## src/rtl/uart_16550_rx_if.sv

```systemverilog
// Read-side bus between the UART receive FIFO and the 16550 register front end.
// The front end (master) pops/clears; the receiver (slave) presents the head entry and status.
interface uart_16550_rx_if #(
  parameter int DEPTH = 16
);
  localparam int CW = $clog2(DEPTH + 1);

  logic          rd_pop;
  logic          fifo_clr;
  logic          err_clr;
  logic          rd_valid;
  logic [7:0]    rd_data;
  logic          rd_fe;
  logic          rd_bi;
  logic          overrun_err;
  logic [CW-1:0] fifo_count;

  modport master (
    output rd_pop, fifo_clr, err_clr,
    input  rd_valid, rd_data, rd_fe, rd_bi, overrun_err, fifo_count
  );

  modport slave (
    input  rd_pop, fifo_clr, err_clr,
    output rd_valid, rd_data, rd_fe, rd_bi, overrun_err, fifo_count
  );
endinterface

```

## src/rtl/uart_16550_rx.sv

```systemverilog
// 16550-compatible receive path: 16x oversampled 8N1 framer feeding a
// first-word-fall-through FIFO of {bi, fe, data} entries.
module uart_16550_rx #(
  parameter int DEPTH = 16
) (
  input  logic                  clk,
  input  logic                  rst_n,
  input  logic                  uart_rx,
  input  logic [15:0]           baud_divisor,
  output logic                  rx_busy,
  uart_16550_rx_if.slave        rx_if
);

  localparam int AW = $clog2(DEPTH);
  localparam int CW = $clog2(DEPTH + 1);

  typedef enum logic [2:0] {
    S_IDLE,
    S_START,
    S_DATA,
    S_STOP,
    S_WAIT_HIGH
  } state_t;

  // ---------------------------------------------------------------------------
  // Pin synchronizer; idles high so reset does not look like a start bit.
  // ---------------------------------------------------------------------------
  logic sync1;
  logic rxs;

  // NOTE: sequential state is always assigned with <= so every flop samples
  // pre-edge values regardless of process ordering.
  always_ff @(posedge clk or negedge rst_n) begin
    if (!rst_n) begin
      sync1 <= 1'b1;
      rxs   <= 1'b1;
    end else begin
      sync1 <= uart_rx;
      rxs   <= sync1;
    end
  end

  // ---------------------------------------------------------------------------
  // 16x tick generator
  // ---------------------------------------------------------------------------
  logic [15:0] div_eff;
  logic [15:0] tick_cnt;
  logic        tick;
  logic        tick_reload;

  assign div_eff = (baud_divisor == 16'd0) ? 16'd1 : baud_divisor;
  assign tick    = (tick_cnt == 16'd1);

  always_ff @(posedge clk or negedge rst_n) begin
    if (!rst_n) begin
      tick_cnt <= 16'd1;
    end else if (tick_reload || tick_cnt <= 16'd1) begin
      tick_cnt <= div_eff;
    end else begin
      tick_cnt <= tick_cnt - 16'd1;
    end
  end

  // ---------------------------------------------------------------------------
  // Framing FSM
  // ---------------------------------------------------------------------------
  state_t     state_q, state_d;
  logic [3:0] tcnt_q, tcnt_d;
  logic [2:0] bidx_q, bidx_d;
  logic [7:0] shift_q, shift_d;
  logic       push;
  logic       push_fe;
  logic       push_bi;

  always_ff @(posedge clk or negedge rst_n) begin
    if (!rst_n) begin
      state_q <= S_IDLE;
      tcnt_q  <= 4'd0;
      bidx_q  <= 3'd0;
      shift_q <= 8'd0;
    end else begin
      state_q <= state_d;
      tcnt_q  <= tcnt_d;
      bidx_q  <= bidx_d;
      shift_q <= shift_d;
    end
  end

  // NOTE: every signal written here gets a default first, so no path can
  // leave one unassigned and infer a latch.
  always_comb begin
    state_d     = state_q;
    tcnt_d      = tcnt_q;
    bidx_d      = bidx_q;
    shift_d     = shift_q;
    push        = 1'b0;
    push_fe     = 1'b0;
    push_bi     = 1'b0;
    tick_reload = 1'b0;

    unique case (state_q)
      S_IDLE: begin
        if (!rxs) begin
          state_d     = S_START;
          tcnt_d      = 4'd0;
          tick_reload = 1'b1;
        end
      end
      S_START: begin
        if (tick) begin
          if (tcnt_q == 4'd7) begin
            if (!rxs) begin
              state_d = S_DATA;
              tcnt_d  = 4'd0;
              bidx_d  = 3'd0;
            end else begin
              state_d = S_IDLE;
            end
          end else begin
            tcnt_d = tcnt_q + 4'd1;
          end
        end
      end
      S_DATA: begin
        if (tick) begin
          // tcnt wraps 15 -> 0, which is also the right start value for STOP.
          tcnt_d = tcnt_q + 4'd1;
          if (tcnt_q == 4'd15) begin
            shift_d = {rxs, shift_q[7:1]};
            bidx_d  = bidx_q + 3'd1;
            if (bidx_q == 3'd7) begin
              state_d = S_STOP;
            end
          end
        end
      end
      S_STOP: begin
        if (tick) begin
          tcnt_d = tcnt_q + 4'd1;
          if (tcnt_q == 4'd15) begin
            push = 1'b1;
            if (rxs) begin
              state_d = S_IDLE;
            end else begin
              push_fe = 1'b1;
              push_bi = (shift_q == 8'd0);
              state_d = S_WAIT_HIGH;
            end
          end
        end
      end
      S_WAIT_HIGH: begin
        if (rxs) begin
          state_d = S_IDLE;
        end
      end
      default: state_d = S_IDLE;
    endcase
  end

  assign rx_busy = (state_q != S_IDLE);

  // ---------------------------------------------------------------------------
  // Receive FIFO
  // ---------------------------------------------------------------------------
  logic [9:0]    mem [DEPTH];
  logic [AW-1:0] wptr;
  logic [AW-1:0] rptr;
  logic [CW-1:0] count;
  logic          empty;
  logic          full;
  logic          do_pop;
  logic          do_push;
  logic          overrun_set;
  logic          overrun_q;
  logic [9:0]    head;

  assign empty       = (count == '0);
  assign full        = (count == CW'(DEPTH));
  assign do_pop      = rx_if.rd_pop && !empty && !rx_if.fifo_clr;
  assign do_push     = push && (!full || do_pop) && !rx_if.fifo_clr;
  assign overrun_set = push && full && !do_pop && !rx_if.fifo_clr;

  // NOTE: the storage array has no reset; pointers and count alone define
  // which entries are valid, and empty-gating hides stale contents.
  always_ff @(posedge clk) begin
    if (do_push) begin
      mem[wptr] <= {push_bi, push_fe, shift_q};
    end
  end

  always_ff @(posedge clk or negedge rst_n) begin
    if (!rst_n) begin
      wptr  <= '0;
      rptr  <= '0;
      count <= '0;
    end else if (rx_if.fifo_clr) begin
      wptr  <= '0;
      rptr  <= '0;
      count <= '0;
    end else begin
      if (do_push) wptr <= wptr + AW'(1);
      if (do_pop)  rptr <= rptr + AW'(1);
      case ({do_push, do_pop})
        2'b10:   count <= count + CW'(1);
        2'b01:   count <= count - CW'(1);
        default: count <= count;
      endcase
    end
  end

  always_ff @(posedge clk or negedge rst_n) begin
    if (!rst_n) begin
      overrun_q <= 1'b0;
    end else if (overrun_set) begin
      overrun_q <= 1'b1;
    end else if (rx_if.err_clr) begin
      overrun_q <= 1'b0;
    end
  end

  assign head              = mem[rptr];
  assign rx_if.rd_valid    = !empty;
  assign rx_if.rd_data     = empty ? 8'd0 : head[7:0];
  assign rx_if.rd_fe       = empty ? 1'b0 : head[8];
  assign rx_if.rd_bi       = empty ? 1'b0 : head[9];
  assign rx_if.overrun_err = overrun_q;
  assign rx_if.fifo_count  = count;

endmodule
```

## src/flat_wrapper.sv

```systemverilog
// flat-port wrapper written by rule: the top's interface ports become plain ports
module uart_16550_rx_flat 
#(
  parameter int DEPTH = 16
)
  (clk, rst_n, uart_rx, baud_divisor, rx_busy, rx_if_rd_pop, rx_if_fifo_clr, rx_if_err_clr, rx_if_rd_valid, rx_if_rd_data, rx_if_rd_fe, rx_if_rd_bi, rx_if_overrun_err, rx_if_fifo_count);
  uart_16550_rx_if #(.DEPTH(DEPTH)) rx_if_i ();
  input  logic clk;
  input  logic rst_n;
  input  logic uart_rx;
  input  logic [15:0] baud_divisor;
  output logic rx_busy;
  input wire logic [$bits(rx_if_i.rd_pop)-1:0] rx_if_rd_pop;
  input wire logic [$bits(rx_if_i.fifo_clr)-1:0] rx_if_fifo_clr;
  input wire logic [$bits(rx_if_i.err_clr)-1:0] rx_if_err_clr;
  output wire logic [$bits(rx_if_i.rd_valid)-1:0] rx_if_rd_valid;
  output wire logic [$bits(rx_if_i.rd_data)-1:0] rx_if_rd_data;
  output wire logic [$bits(rx_if_i.rd_fe)-1:0] rx_if_rd_fe;
  output wire logic [$bits(rx_if_i.rd_bi)-1:0] rx_if_rd_bi;
  output wire logic [$bits(rx_if_i.overrun_err)-1:0] rx_if_overrun_err;
  output wire logic [$bits(rx_if_i.fifo_count)-1:0] rx_if_fifo_count;
  assign rx_if_i.rd_pop = rx_if_rd_pop;
  assign rx_if_i.fifo_clr = rx_if_fifo_clr;
  assign rx_if_i.err_clr = rx_if_err_clr;
  assign rx_if_rd_valid = rx_if_i.rd_valid;
  assign rx_if_rd_data = rx_if_i.rd_data;
  assign rx_if_rd_fe = rx_if_i.rd_fe;
  assign rx_if_rd_bi = rx_if_i.rd_bi;
  assign rx_if_overrun_err = rx_if_i.overrun_err;
  assign rx_if_fifo_count = rx_if_i.fifo_count;
  uart_16550_rx #(.DEPTH(DEPTH)) u_core (.clk(clk), .rst_n(rst_n), .uart_rx(uart_rx), .baud_divisor(baud_divisor), .rx_busy(rx_busy), .rx_if(rx_if_i));
endmodule
```

## config.mk

```make
export PLATFORM = sky130hd
export DESIGN_NAME = uart_16550_rx_flat
export DESIGN_NICKNAME = d
export VERILOG_FILES = /design/src/rtl/uart_16550_rx_if.sv /design/src/rtl/uart_16550_rx.sv /design/src/flat_wrapper.sv
export SDC_FILE = /design/constraint.sdc
export NUM_CORES = 1
export LEC_CHECK = 0
export ABC_AREA = 1
export ABC_CLOCK_PERIOD_IN_PS = 5000
export CORE_MARGIN = 5
export CORE_UTILIZATION = 41
export DETAILED_ROUTE_END_ITERATION = 7
export PLACE_DENSITY = 0.67
export SLEW_MARGIN = 5
export SYNTH_ARGS = -nofsm -noshare
export SYNTH_HDL_FRONTEND = slang
export SYNTH_SLANG_ARGS = --single-unit
```

## constraint.sdc

```tcl
create_clock -name clk -period 5 [get_ports clk]
set_input_delay 1 -clock clk [delete_from_list [all_inputs] [get_ports clk]]
set_output_delay 1 -clock clk [all_outputs]
set_load 0.01 [all_outputs]
```

==> results.py, run 1 <==
metrics = {
    "outcome": {
        "run_status": "complete, no violations",
    },
    "floorplan": {
        "die_h_um": 159,
        "floorplan.initialDensity_pct": 41.8,
        "die_width_um": 159,
        "core_area_mm2": 0.0219,
        "floorplan.rows": 54,
        "die_area_mm2": 0.0254,
        "num_io_pins": 40,
    },
    "place": {
        "dp_hpwl_mm": 13.4,
        "place_congestion": 0.813,
        "portBuffers": 39,
        "dpl_worst_slack_ns": 1.44,
    },
    "route": {
        "wl_cell_um": 18.5,
        "antenna_violating_nets_post_route": 0,
        "wirelength_mm": 21.0,
        "post_route_drc": 0,
        "drt_iter0_drc": 505,
        "drt-pass1-iter-count": 5,
        "vias": 6147,
        "avgViaCountPerCell": 5.42,
    },
    "critical_path": {
        "crit-reg2reg-capture": "u_core.mem[12][9]$_DFFE_PP_",
        "ff_to_ff_setup_slack_ns": 1.97,
        "path_class": "reg2out",
        "worst_path_required_ns": 4.00,
        "startpoint": "u_core.rptr[1]$_DFFE_PN0P_",
        "worst-path-max-fanout": 21,
        "timing.reg2reg.worst_path_depth": 6,
        "critPathLaunchType": "flip-flop",
        "timing.critical_path.arrival_ns": 3.09,
        "worstSetupEndpointType": "output port",
        "r2r-start": "u_core.tcnt_q[0]$_DFFE_PN0P_",
    },
    "sta": {
        "maxClockFrequency_ghz": 0.244,
        "layout_setup_ws_ns": 0.908,
        "worst_slew_pin_tran_ns": 1.20,
        "setup-violations-final": 0,
        "skew_ns": 0.0135,
        "drv_slew": 0,
        "setup_repair_after_global_routing_missed_its_margin": "no",
        "slew_headroom_pct": 20.0,
        "hold_violations": 0,
        "fin_setup_tns_ns": 0,
        "timing.final.crit_period_ns": 4.09,
        "post-route-period-util_pct": 81.8,
    },
    "worst_hold_path": {
        "holdCritPathClass": "reg2reg",
        "worst_hold_startpoint": "u_core.sync1$_DFF_PN1_",
        "whs_path_depth": 0,
        "hold-path-endpoint": "u_core.rxs$_DFF_PN1_",
    },
    "yosys": {
        "synthesis.nets": 824,
        "proportion_of_synthesized_flip_flops_having_asynchronous_set_or_reset_pct": 23.8,
        "synth.yosys.warnings": 0,
        "synth_area_per_cell_um2": 11.6,
        "ys.flop_type": "sky130_fd_sc_hd__edfxtp_1",
        "synth-edff-count": 160,
        "postSynthRegisterBits": 210,
        "synth.yosys.seq_area_share_pct": 66.3,
        "syn-instance-count": 790,
        "ys_types": 48,
        "synth.cell_area_mm2": 0.00914,
    },
    "clocking": {
        "post_cts.resized_instances": 0,
        "numCtsBuffers": 22,
        "clockRootBuffer": "sky130_fd_sc_hd__clkbuf_16",
        "tritoncts": "built",
        "clock_sink_count": 210,
        "cts.repair_timing.setup_buffer_count": 0,
        "cts-hold-fix-buffers": 0,
        "clock_tree.htree_level_count": 1,
        "clkTransAtPathRegs_ns": 0.06,
        "worstSkewPairLatency_ns": 0.50,
        "clockBufferDepth": 3,
    },
    "pwr": {
        "pwr_density_cell_mw_per_mm2": 424,
        "vdd_ir_drop_max_uv": 198,
        "final_total_pwr_mw": 4.50,
        "static_leakage_nw": 4.17,
    },
    "global_routing": {
        "remaining_overflow_grt": 0,
        "grt_pass1_vias": 5908,
        "grt_pass1_wl_mm": 32.9,
        "grtUsageTotal_pct": 16.0,
        "initial_antenna_violation_count": 0,
        "pin_count_of_the_biggest_net_entering_global_routing": 54,
    },
    "layout": {
        "seqCellArea_mm2": 0.00606,
        "multi_input_comb_area_mm2": 0.00279,
        "syn2layout_area_growth_pct": 16.1,
        "final_core_util_pct": 48.5,
        "layout-drive-gt1-share_pct": 10.8,
        "antennaDiodeCount": 0,
        "final_net_count": 874,
        "filler_cell_count": 1967,
    },
    "job": {
        "max-cap-violations": 0,
    },
}
-- flip-flops by register name (all words and copies together), names as in the netlist --
signal and count:
u_core.mem 160, u_core.tick_cnt 16, u_core.shift_q 8, u_core.rx_if.fifo_count 5, u_core.rptr 4, u_core.tcnt_q 4, u_core.wptr 4, u_core.bidx_q 3
u_core.state_q 3, u_core.rx_if.overrun_err 1, u_core.rxs 1, u_core.sync1 1
-- worst max-delay path by stage --
| stage | endpoint | cells past startpoint |
|---|---|---|
| finish | rx_if_rd_data[3] | 5 |
| global placement | u_core.mem[10][0]$_DFFE_PP_ | 8 |
| detailed placement | rx_if_rd_data[1] | 5 |
| floorplan | u_core.mem[8][0]$_DFFE_PP_ | 6 |
| global route | rx_if_rd_data[3] | 5 |
| CTS | rx_if_rd_data[3] | 5 |
-- where the power goes --
group | switching, mW | total (mW) | internal, mW
registers | 0.0746 | 2.00 | 1.92
logic | 0.541 | 0.887 | 0.346
clock network | 0.641 | 1.61 | 0.969
total | 1.26 | 4.50 | 3.24
-- cell families (layout without fill, tap and decap cells) --
logic type	after synthesis	in the layout	synth area share (%)
AO/OA/AOI/OAI	171	171	10.9
flip-flops	210	210	66.3
multiplexers	21	21	2.31
AND/OR/NAND/NOR	289	289	14.6
adder cells (fa/ha/maj)	12	12	1.64
buffers and inverters	76	141	3.23
XOR/XNOR	11	11	1.05
-- through the flow --
step | area (µm²) | hold slack, ns | cells
6_report | 10600 | 0.358 | 1135
2_1_floorplan | 9140 | 0.345 | 790
3_3_place_gp | 9900 | 0.346 | 1096
5_1_grt | 10600 | 0.364 | 1135
4_1_cts | 10600 | 0.361 | 1135
3_5_place_dp | 9900 | 0.352 | 1096
-- critical path, stage by stage, from the launching register on --
cell and delay, ns:
sky130_fd_sc_hd__dfrtp_1 0.53, sky130_fd_sc_hd__nand2_1 0.66, sky130_fd_sc_hd__a21oi_1 0.34, sky130_fd_sc_hd__nor3_1 0.10
sky130_fd_sc_hd__a211oi_1 0.34, sky130_fd_sc_hd__clkdlybuf4s50_1 0.62
-- per-layer routing --
metal / vias to the layer above / global-route usage [%] / share of wire (%)
li1: 2933 / - / -
met1: 2939 / 22.3 / 43
met2: 241 / 25.8 / 47
met3: 34 / 3.49 / 7.8
met4: 0 / 4.11 / 2.4
met5: - / 0 / 0
-- final cells by class --
| class | count | area share, % |
|---|---|---|
| Tap cell | 280 | 3.30 |
| Timing Repair Buffer | 57 | 5.02 |
| Clock inverter | 10 | 1.28 |
| Multi-Input combinational cell | 504 | 26.3 |
| Clock buffer | 29 | 5.43 |
| Inverter | 45 | 1.60 |
| Sequential cell | 210 | 57.1 |
-- synthesized netlist by cell type (2+ instances only) --
cell / n / area [µm²]
sky130_fd_sc_hd__edfxtp_1: 160 / 4800
sky130_fd_sc_hd__nand2_1: 133 / 499
sky130_fd_sc_hd__nor2_1: 76 / 285
sky130_fd_sc_hd__o21ai_0: 64 / 320
sky130_fd_sc_hd__a21oi_1: 49 / 245
sky130_fd_sc_hd__dfrtp_1: 47 / 1180
sky130_fd_sc_hd__inv_1: 37 / 139
sky130_fd_sc_hd__clkbuf_1: 23 / 86.3
sky130_fd_sc_hd__nand3_1: 22 / 110
sky130_fd_sc_hd__mux2i_1: 20 / 200
sky130_fd_sc_hd__o22ai_1: 20 / 125
sky130_fd_sc_hd__nor3_1: 16 / 80.1
sky130_fd_sc_hd__ha_1: 12 / 150
sky130_fd_sc_hd__a211oi_1: 10 / 75.1
sky130_fd_sc_hd__nand2_2: 10 / 62.6
sky130_fd_sc_hd__o221ai_1: 10 / 87.6
sky130_fd_sc_hd__xor2_1: 9 / 78.8
sky130_fd_sc_hd__buf_2: 7 / 35.0
sky130_fd_sc_hd__nor2_4: 6 / 67.6
sky130_fd_sc_hd__nor4_1: 6 / 37.5
sky130_fd_sc_hd__inv_2: 5 / 18.8
sky130_fd_sc_hd__nor2_2: 4 / 25.0
sky130_fd_sc_hd__nor3_2: 4 / 40.0
sky130_fd_sc_hd__dfstp_2: 3 / 78.8
sky130_fd_sc_hd__nand2_4: 3 / 33.8
sky130_fd_sc_hd__nand4_1: 3 / 18.8
sky130_fd_sc_hd__o21a_1: 3 / 22.5
sky130_fd_sc_hd__o31ai_1: 3 / 22.5
sky130_fd_sc_hd__clkinv_1: 2 / 7.51
sky130_fd_sc_hd__o21ai_1: 2 / 10.0
sky130_fd_sc_hd__o21ai_2: 2 / 17.5
sky130_fd_sc_hd__o32ai_1: 2 / 17.5
sky130_fd_sc_hd__xnor2_1: 2 / 17.5
-- placed cells by master (no fill, tap or decap), types with 6 or more instances in the layout --
cell type	count
sky130_fd_sc_hd__a211oi_1	10
sky130_fd_sc_hd__a21oi_1	49
sky130_fd_sc_hd__buf_4	17
sky130_fd_sc_hd__clkbuf_1	7
sky130_fd_sc_hd__clkbuf_16	22
sky130_fd_sc_hd__clkdlybuf4s50_1	38
sky130_fd_sc_hd__dfrtp_1	46
sky130_fd_sc_hd__edfxtp_1	160
sky130_fd_sc_hd__ha_1	12
sky130_fd_sc_hd__inv_1	37
sky130_fd_sc_hd__mux2i_1	20
sky130_fd_sc_hd__nand2_1	133
sky130_fd_sc_hd__nand2_2	10
sky130_fd_sc_hd__nand3_1	22
sky130_fd_sc_hd__nor2_1	76
sky130_fd_sc_hd__nor2_4	6
sky130_fd_sc_hd__nor3_1	16
sky130_fd_sc_hd__nor4_1	6
sky130_fd_sc_hd__o21ai_0	64
sky130_fd_sc_hd__o221ai_1	10
sky130_fd_sc_hd__o22ai_1	20
sky130_fd_sc_hd__xor2_1	9
(Power assumes the default switching activity.)
==> inputs of run 2 (changes only) <==
--- a/config.mk
+++ b/config.mk
@@ -6,11 +6,11 @@
 export NUM_CORES = 1
 export LEC_CHECK = 0
 export ABC_AREA = 1
-export ABC_CLOCK_PERIOD_IN_PS = 5000
+export ABC_CLOCK_PERIOD_IN_PS = 3610
 export CORE_MARGIN = 5
 export CORE_UTILIZATION = 41
 export DETAILED_ROUTE_END_ITERATION = 7
-export PLACE_DENSITY = 0.67
+export PLACE_DENSITY = 0.69
 export SLEW_MARGIN = 5
 export SYNTH_ARGS = -nofsm -noshare
 export SYNTH_HDL_FRONTEND = slang
==> constraint.sdc (replaced) <==
create_clock -name clk -period 3.61 [get_ports clk]
set_input_delay 0.722 -clock clk [delete_from_list [all_inputs] [get_ports clk]]
set_output_delay 0.722 -clock clk [all_outputs]
set_load 0.01 [all_outputs]
==> run 2 against run 1 <==
- worst setup slack lost 0.80 ns
- clock-buffer cell count shrank 1
- critical path type unchanged
- sequential share of layout area shrank 0.33 points
- routed wire length shrank 3.0%
- largest cell class unchanged
- sequential cell count is the same
- sequential power grew 38%
- non-clock buffer count grew 11
- register-to-register slack lost 0.73 ns
- combinational power grew 42%
- die area is the same
==> results.py, run 2 (same netlist as run 1, synthesis figures left out) <==
metrics = {
    "layout": {
        "final_core_util_pct": 48.8,
        "antennaDiodeCount": 0,
        "final_net_count": 886,
        "top_library_cells_by_usage_in_the_layout_fill_and_taps_aside": "sky130_fd_sc_hd__edfxtp_1, sky130_fd_sc_hd__nand2_1, sky130_fd_sc_hd__nor2_1",
        "syn2layout_area_growth_pct": 16.8,
        "largest_register_ff_count": 160,
        "design_area_mm2": 0.0107,
        "largest_registers": "u_core.mem: 160 flops, u_core.tick_cnt: 16 flops, u_core.shift_q: 8 flops",
        "layout-drive-gt1-share_pct": 12.1,
        "final_cell_count_no_fill": 1145,
        "register_bank_with_the_most_flops": "u_core.mem",
        "filler_cell_count": 1939,
        "final_common_cell": "sky130_fd_sc_hd__edfxtp_1",
    },
    "floorplan": {
        "die_h_um": 159,
        "floorplan.initialDensity_pct": 41.8,
        "die_area_mm2": 0.0254,
        "num_io_pins": 40,
        "floorplan.rows": 54,
        "die_width_um": 159,
        "core_area_mm2": 0.0219,
    },
    "global_routing": {
        "initial_antenna_violation_count": 0,
        "remaining_overflow_grt": 0,
        "grt_pass1_wl_mm": 31.7,
        "grtUsageTotal_pct": 15.3,
        "grt_pass1_vias": 5845,
        "pin_count_of_the_biggest_net_entering_global_routing": 82,
    },
    "place": {
        "place_congestion": 0.818,
        "place_area_mm2": 0.00997,
        "dp.cells": 1103,
        "dp_hpwl_mm": 12.8,
        "portBuffers": 39,
    },
    "sta": {
        "worst_slew_pin_tran_ns": 0.766,
        "setup_repair_after_global_routing_missed_its_margin": "no",
        "fin_hold_ws_ns": 0.299,
        "slew_headroom_pct": 48.9,
        "timing.final.crit_period_ns": 3.50,
        "maxClockFrequency_ghz": 0.286,
        "hold_violations": 0,
        "drv_slew": 0,
        "fin_setup_tns_ns": 0,
        "skew_ns": 0.00987,
        "post-route-period-util_pct": 96.9,
        "setup-violations-final": 0,
    },
    "route": {
        "drt_iter0_drc": 543,
        "vias": 6177,
        "drt-pass1-iter-count": 5,
        "antenna_violating_nets_post_route": 0,
        "avgViaCountPerCell": 5.39,
        "wirelength_mm": 20.4,
        "post_route_drc": 0,
        "wl_cell_um": 17.8,
    },
    "critical_path": {
        "crit-reg2reg-capture": "u_core.mem[7][9]$_DFFE_PP_",
        "ff_to_ff_setup_slack_ns": 1.24,
        "worstSetupEndpointType": "output port",
        "worst_path_required_ns": 2.89,
        "r2r-start": "u_core.tick_cnt[0]$_DFF_PN1_",
        "timing.reg2reg.worst_path_depth": 7,
        "path_class": "reg2out",
        "timing.critical_path.arrival_ns": 2.78,
        "worst-path-max-fanout": 81,
        "critPathLaunchType": "flip-flop",
    },
    "clocking": {
        "clock_sink_count": 210,
        "clockRootBuffer": "sky130_fd_sc_hd__clkbuf_16",
        "worstSkewPairLatency_ns": 0.50,
        "clock_tree.htree_level_count": 1,
        "clockBufferDepth": 3,
        "tritoncts": "built",
        "numCtsBuffers": 22,
        "clkTransAtPathRegs_ns": 0.06,
    },
    "pwr": {
        "vdd_ir_drop_max_uv": 308,
        "pwr_density_cell_mw_per_mm2": 572,
        "static_leakage_nw": 4.21,
    },
    "outcome": {
        "run_status": "complete, no violations",
    },
    "worst_hold_path": {
        "holdCritPathClass": "in2async",
    },
    "job": {
        "max-cap-violations": 0,
    },
}
[run 2: cell count changes in the layout (fill, tap and decap cells not counted), sizes merged]
cell,previous run,this run
clkinv,9,11
buf,19,30
inv,42,41
clkbuf,29,28
clkinvlp,1,2
bufinv,3,1
[run 2: stage by stage]
step | setup slack [ns] | total power, mW
3_5_place_dp | 0.485 | 4.06
5_1_grt | 0.00247 | 6.38
6_report | 0.112 | 6.11
4_1_cts | 0.116 | 6.15
3_3_place_gp | 0.594 | 4.04
2_1_floorplan | 1.11 | 3.59
[run 2: how the worst max path moves through the flow]
| stage | from | to | slack [ns] | cells after the start |
|---|---|---|---|---|
| 2_1_floorplan | rx_if_fifo_clr | u_core.mem[8][0]$_DFFE_PP_ | 1.11 | 6 |
| 3_3_place_gp | u_core.rptr[1]$_DFFE_PN0P_ | rx_if_rd_data[3] | 0.59 | 6 |
| 3_5_place_dp | u_core.rptr[1]$_DFFE_PN0P_ | rx_if_rd_data[1] | 0.48 | 6 |
| 4_1_cts | u_core.rptr[0]$_DFFE_PN0P_ | rx_if_rd_data[4] | 0.12 | 6 |
| 5_1_grt | u_core.rptr[1]$_DFFE_PN0P_ | rx_if_rd_data[1] | 0.002 | 7 |
| 6_report | u_core.rptr[0]$_DFFE_PN0P_ | rx_if_rd_data[4] | 0.11 | 6 |
[run 2: where the power goes]
group	internal (mW)	total [mW]	switching (mW)
Sequential	2.67	2.76	0.0960
Combinational	0.491	1.26	0.767
Clock	1.23	2.09	0.865
Total	4.38	6.11	1.73
[run 2: repair_timing]
item,4_1_cts,5_1_grt
buffers inserted,0,4
cloned,0,1
endpoints found under the setup margin,6,5
hold buffers,0,0
resized for setup,1,4
[run 2: worst max-delay path: stages (launching register included)]
cell	delay (ns)
sky130_fd_sc_hd__dfrtp_2	0.39
sky130_fd_sc_hd__buf_12	0.34
sky130_fd_sc_hd__o21ai_0	0.15
sky130_fd_sc_hd__o22ai_1	0.41
sky130_fd_sc_hd__a21oi_1	0.13
sky130_fd_sc_hd__a211oi_1	0.22
sky130_fd_sc_hd__clkdlybuf4s50_1	0.59
[run 2: layout make-up]
type                       instances  area [µm²]  share of cell area [%]
timing repair inverter             1        7.51                  0.0703
tap                              280         350                    3.28
sequential                       210        6060                    56.8
multi-input combinational        504        2800                    26.2
inverter                          45         174                    1.63
clock inverter                     9        65.1                   0.609
timing repair buffer              68         628                    5.88
clock buffer                      28         594                    5.57
[run 2: per-layer routing]
metal / track usage (%) / share of wire, % / vias to the layer above
li1: - / - / 2951
met1: 21.9 / 44 / 2984
met2: 24.8 / 47 / 214
met3: 2.54 / 7.0 / 28
met4: 3.37 / 1.7 / 0
met5: 0 / 0 / -
==> inputs of run 3 (changes only) <==
--- a/config.mk
+++ b/config.mk
@@ -10,6 +10,7 @@
 export CORE_MARGIN = 5
 export CORE_UTILIZATION = 41
 export DETAILED_ROUTE_END_ITERATION = 7
+export MAX_ROUTING_LAYER = met4
 export PLACE_DENSITY = 0.69
 export SLEW_MARGIN = 5
 export SYNTH_ARGS = -nofsm -noshare
==> run 3 against run 2 <==
- via count down 0.74%
- largest power group unchanged
- sequential cell count unchanged
- maximum frequency up 0.79%
- critical path depth unchanged
- first-iteration DRC count down 2.2%
- cell count unchanged
- routed wire length down 0.18%
- final area unchanged
==> results.py, run 3 (same netlist as run 1, synthesis figures left out) <==
metrics = {
    "outcome": {
        "run_status": "complete, no violations",
    },
    "global_routing": {
        "grt_pass1_vias": 5834,
        "remaining_overflow_grt": 0,
        "pin_count_of_the_biggest_net_entering_global_routing": 82,
        "initial_antenna_violation_count": 0,
        "grtUsageTotal_pct": 15.8,
        "grt_pass1_wl_mm": 31.7,
    },
    "layout": {
        "top_library_cells_by_usage_in_the_layout_fill_and_taps_aside": "sky130_fd_sc_hd__edfxtp_1, sky130_fd_sc_hd__nand2_1, sky130_fd_sc_hd__nor2_1",
        "final_net_count": 886,
        "final_common_cell": "sky130_fd_sc_hd__edfxtp_1",
        "seqCellArea_mm2": 0.00606,
        "register_bank_with_the_most_flops": "u_core.mem",
        "antennaDiodeCount": 0,
        "largest_registers": "u_core.mem: 160 flops, u_core.tick_cnt: 16 flops, u_core.shift_q: 8 flops",
        "final_cell_count_no_fill": 1145,
        "filler_cell_count": 1939,
        "final_core_util_pct": 48.8,
        "largest_register_ff_count": 160,
        "syn2layout_area_growth_pct": 16.8,
        "design_area_mm2": 0.0107,
        "layout-drive-gt1-share_pct": 12.1,
        "multi_input_comb_area_mm2": 0.00280,
    },
    "place": {
        "place_area_mm2": 0.00997,
        "dp_hpwl_mm": 12.8,
        "place_congestion": 0.830,
        "portBuffers": 39,
        "dp.cells": 1103,
    },
    "sta": {
        "post-route-period-util_pct": 96.1,
        "worst_slew_pin_tran_ns": 0.770,
        "timing.final.crit_period_ns": 3.47,
        "skew_ns": 0.00976,
        "slew_headroom_pct": 48.7,
        "maxClockFrequency_ghz": 0.288,
        "hold_violations": 0,
        "setup-violations-final": 0,
        "drv_slew": 0,
        "setup_repair_after_global_routing_missed_its_margin": "no",
        "fin_setup_tns_ns": 0,
    },
    "clocking": {
        "clock_tree.htree_level_count": 1,
        "tritoncts": "built",
        "clockRootBuffer": "sky130_fd_sc_hd__clkbuf_16",
        "clockBufferDepth": 3,
        "worstSkewPairLatency_ns": 0.50,
        "clock_sink_count": 210,
        "clkTransAtPathRegs_ns": 0.06,
        "numCtsBuffers": 22,
    },
    "critical_path": {
        "critPathLaunchType": "flip-flop",
        "worstSetupEndpointType": "output port",
        "worst-path-max-fanout": 81,
        "timing.critical_path.slowest_stage_cell": "sky130_fd_sc_hd__clkdlybuf4s50_1",
        "worstPathCellList": "buf_12 -> o21ai_0 -> o22ai_1 -> a21oi_1 -> a211oi_1 -> clkdlybuf4s50_1",
        "worst_path_required_ns": 2.89,
        "timing.critical_path.arrival_ns": 2.75,
        "crit_path_max_incr_delay_ns": 0.59,
        "path_class": "reg2out",
    },
    "floorplan": {
        "core_area_mm2": 0.0219,
        "die_width_um": 159,
        "num_io_pins": 40,
        "die_area_mm2": 0.0254,
        "floorplan.rows": 54,
        "die_h_um": 159,
        "floorplan.initialDensity_pct": 41.8,
    },
    "job": {
        "max-cap-violations": 0,
    },
    "worst_hold_path": {
        "holdCritPathClass": "in2async",
    },
    "pwr": {
        "vdd_ir_drop_max_uv": 308,
        "pwr_density_cell_mw_per_mm2": 572,
        "static_leakage_nw": 4.21,
    },
    "route": {
        "drt_iter0_drc": 531,
        "post_route_drc": 0,
        "antenna_violating_nets_post_route": 0,
        "vias": 6131,
        "drt-pass1-iter-count": 5,
        "wl_cell_um": 17.8,
        "wirelength_mm": 20.4,
        "avgViaCountPerCell": 5.35,
    },
}
[run 3: area by class of cell]
type	instances	area share [%]
timing repair inverter	1	0.0703
inverter	45	1.63
clock buffer	28	5.57
timing repair buffer	68	5.88
multi-input combinational	504	26.2
tap	280	3.28
sequential	210	56.8
clock inverter	9	0.609
[run 3: critical path, delay by kind of cell, from the launching register on]
kind | cells | cell delay, ns
AOI/OAI and AO/OA | 4 | 0.90
DFF | 1 | 0.39
buffers and inverters | 2 | 0.94
[run 3: power breakdown]
group          switching, mW  internal [mW]  leakage (nW)
combinational          0.769          0.491          1.38
sequential            0.0954           2.67          2.50
clock                  0.866           1.23         0.325
[run 3: timing repair]
item                       CTS  global route
setup endpoints to repair    6             5
buffers inserted             0             4
hold buffers                 0             0
gates cloned                 0             1
resized for setup            1             4
[run 3: per-layer routing]
metal | track usage (%) | vias to the layer above | wire length [µm]
met5 | - | - | 0
met4 | 3.37 | 0 | 342
met3 | 2.43 | 27 | 1400
met2 | 24.8 | 226 | 9570
met1 | 22.0 | 2928 | 9050
li1 | - | 2950 | -
[run 3: path summary, 6_finish.rpt]
path | start | end | slack, ns | cells past startpoint
max in group asynchronous | rst_n | u_core.rxs$_DFF_PN1_ | 2.51 | 2
max reg2reg | u_core.tick_cnt[0]$_DFF_PN1_ | u_core.mem[6][3]$_DFFE_PP_ | 1.29 | 12
max | u_core.rptr[0]$_DFFE_PN0P_ | rx_if_rd_data[0] | 0.14 | 6
min | rst_n | u_core.tcnt_q[0]$_DFFE_PN0P_ | 0.30 | 1
min reg2reg | u_core.sync1$_DFF_PN1_ | u_core.rxs$_DFF_PN1_ | 0.36 | 0
min in group clk | u_core.sync1$_DFF_PN1_ | u_core.rxs$_DFF_PN1_ | 0.36 | 0
[run 3: stage by stage]
step           power (mW)  hold WS, ns  setup WS [ns]
2_1_floorplan        3.59        0.345           1.11
3_3_place_gp         4.04        0.346          0.594
3_5_place_dp         4.06        0.348          0.485
4_1_cts              6.15        0.313          0.116
5_1_grt              6.38        0.364        0.00254
6_report             6.11        0.301          0.140
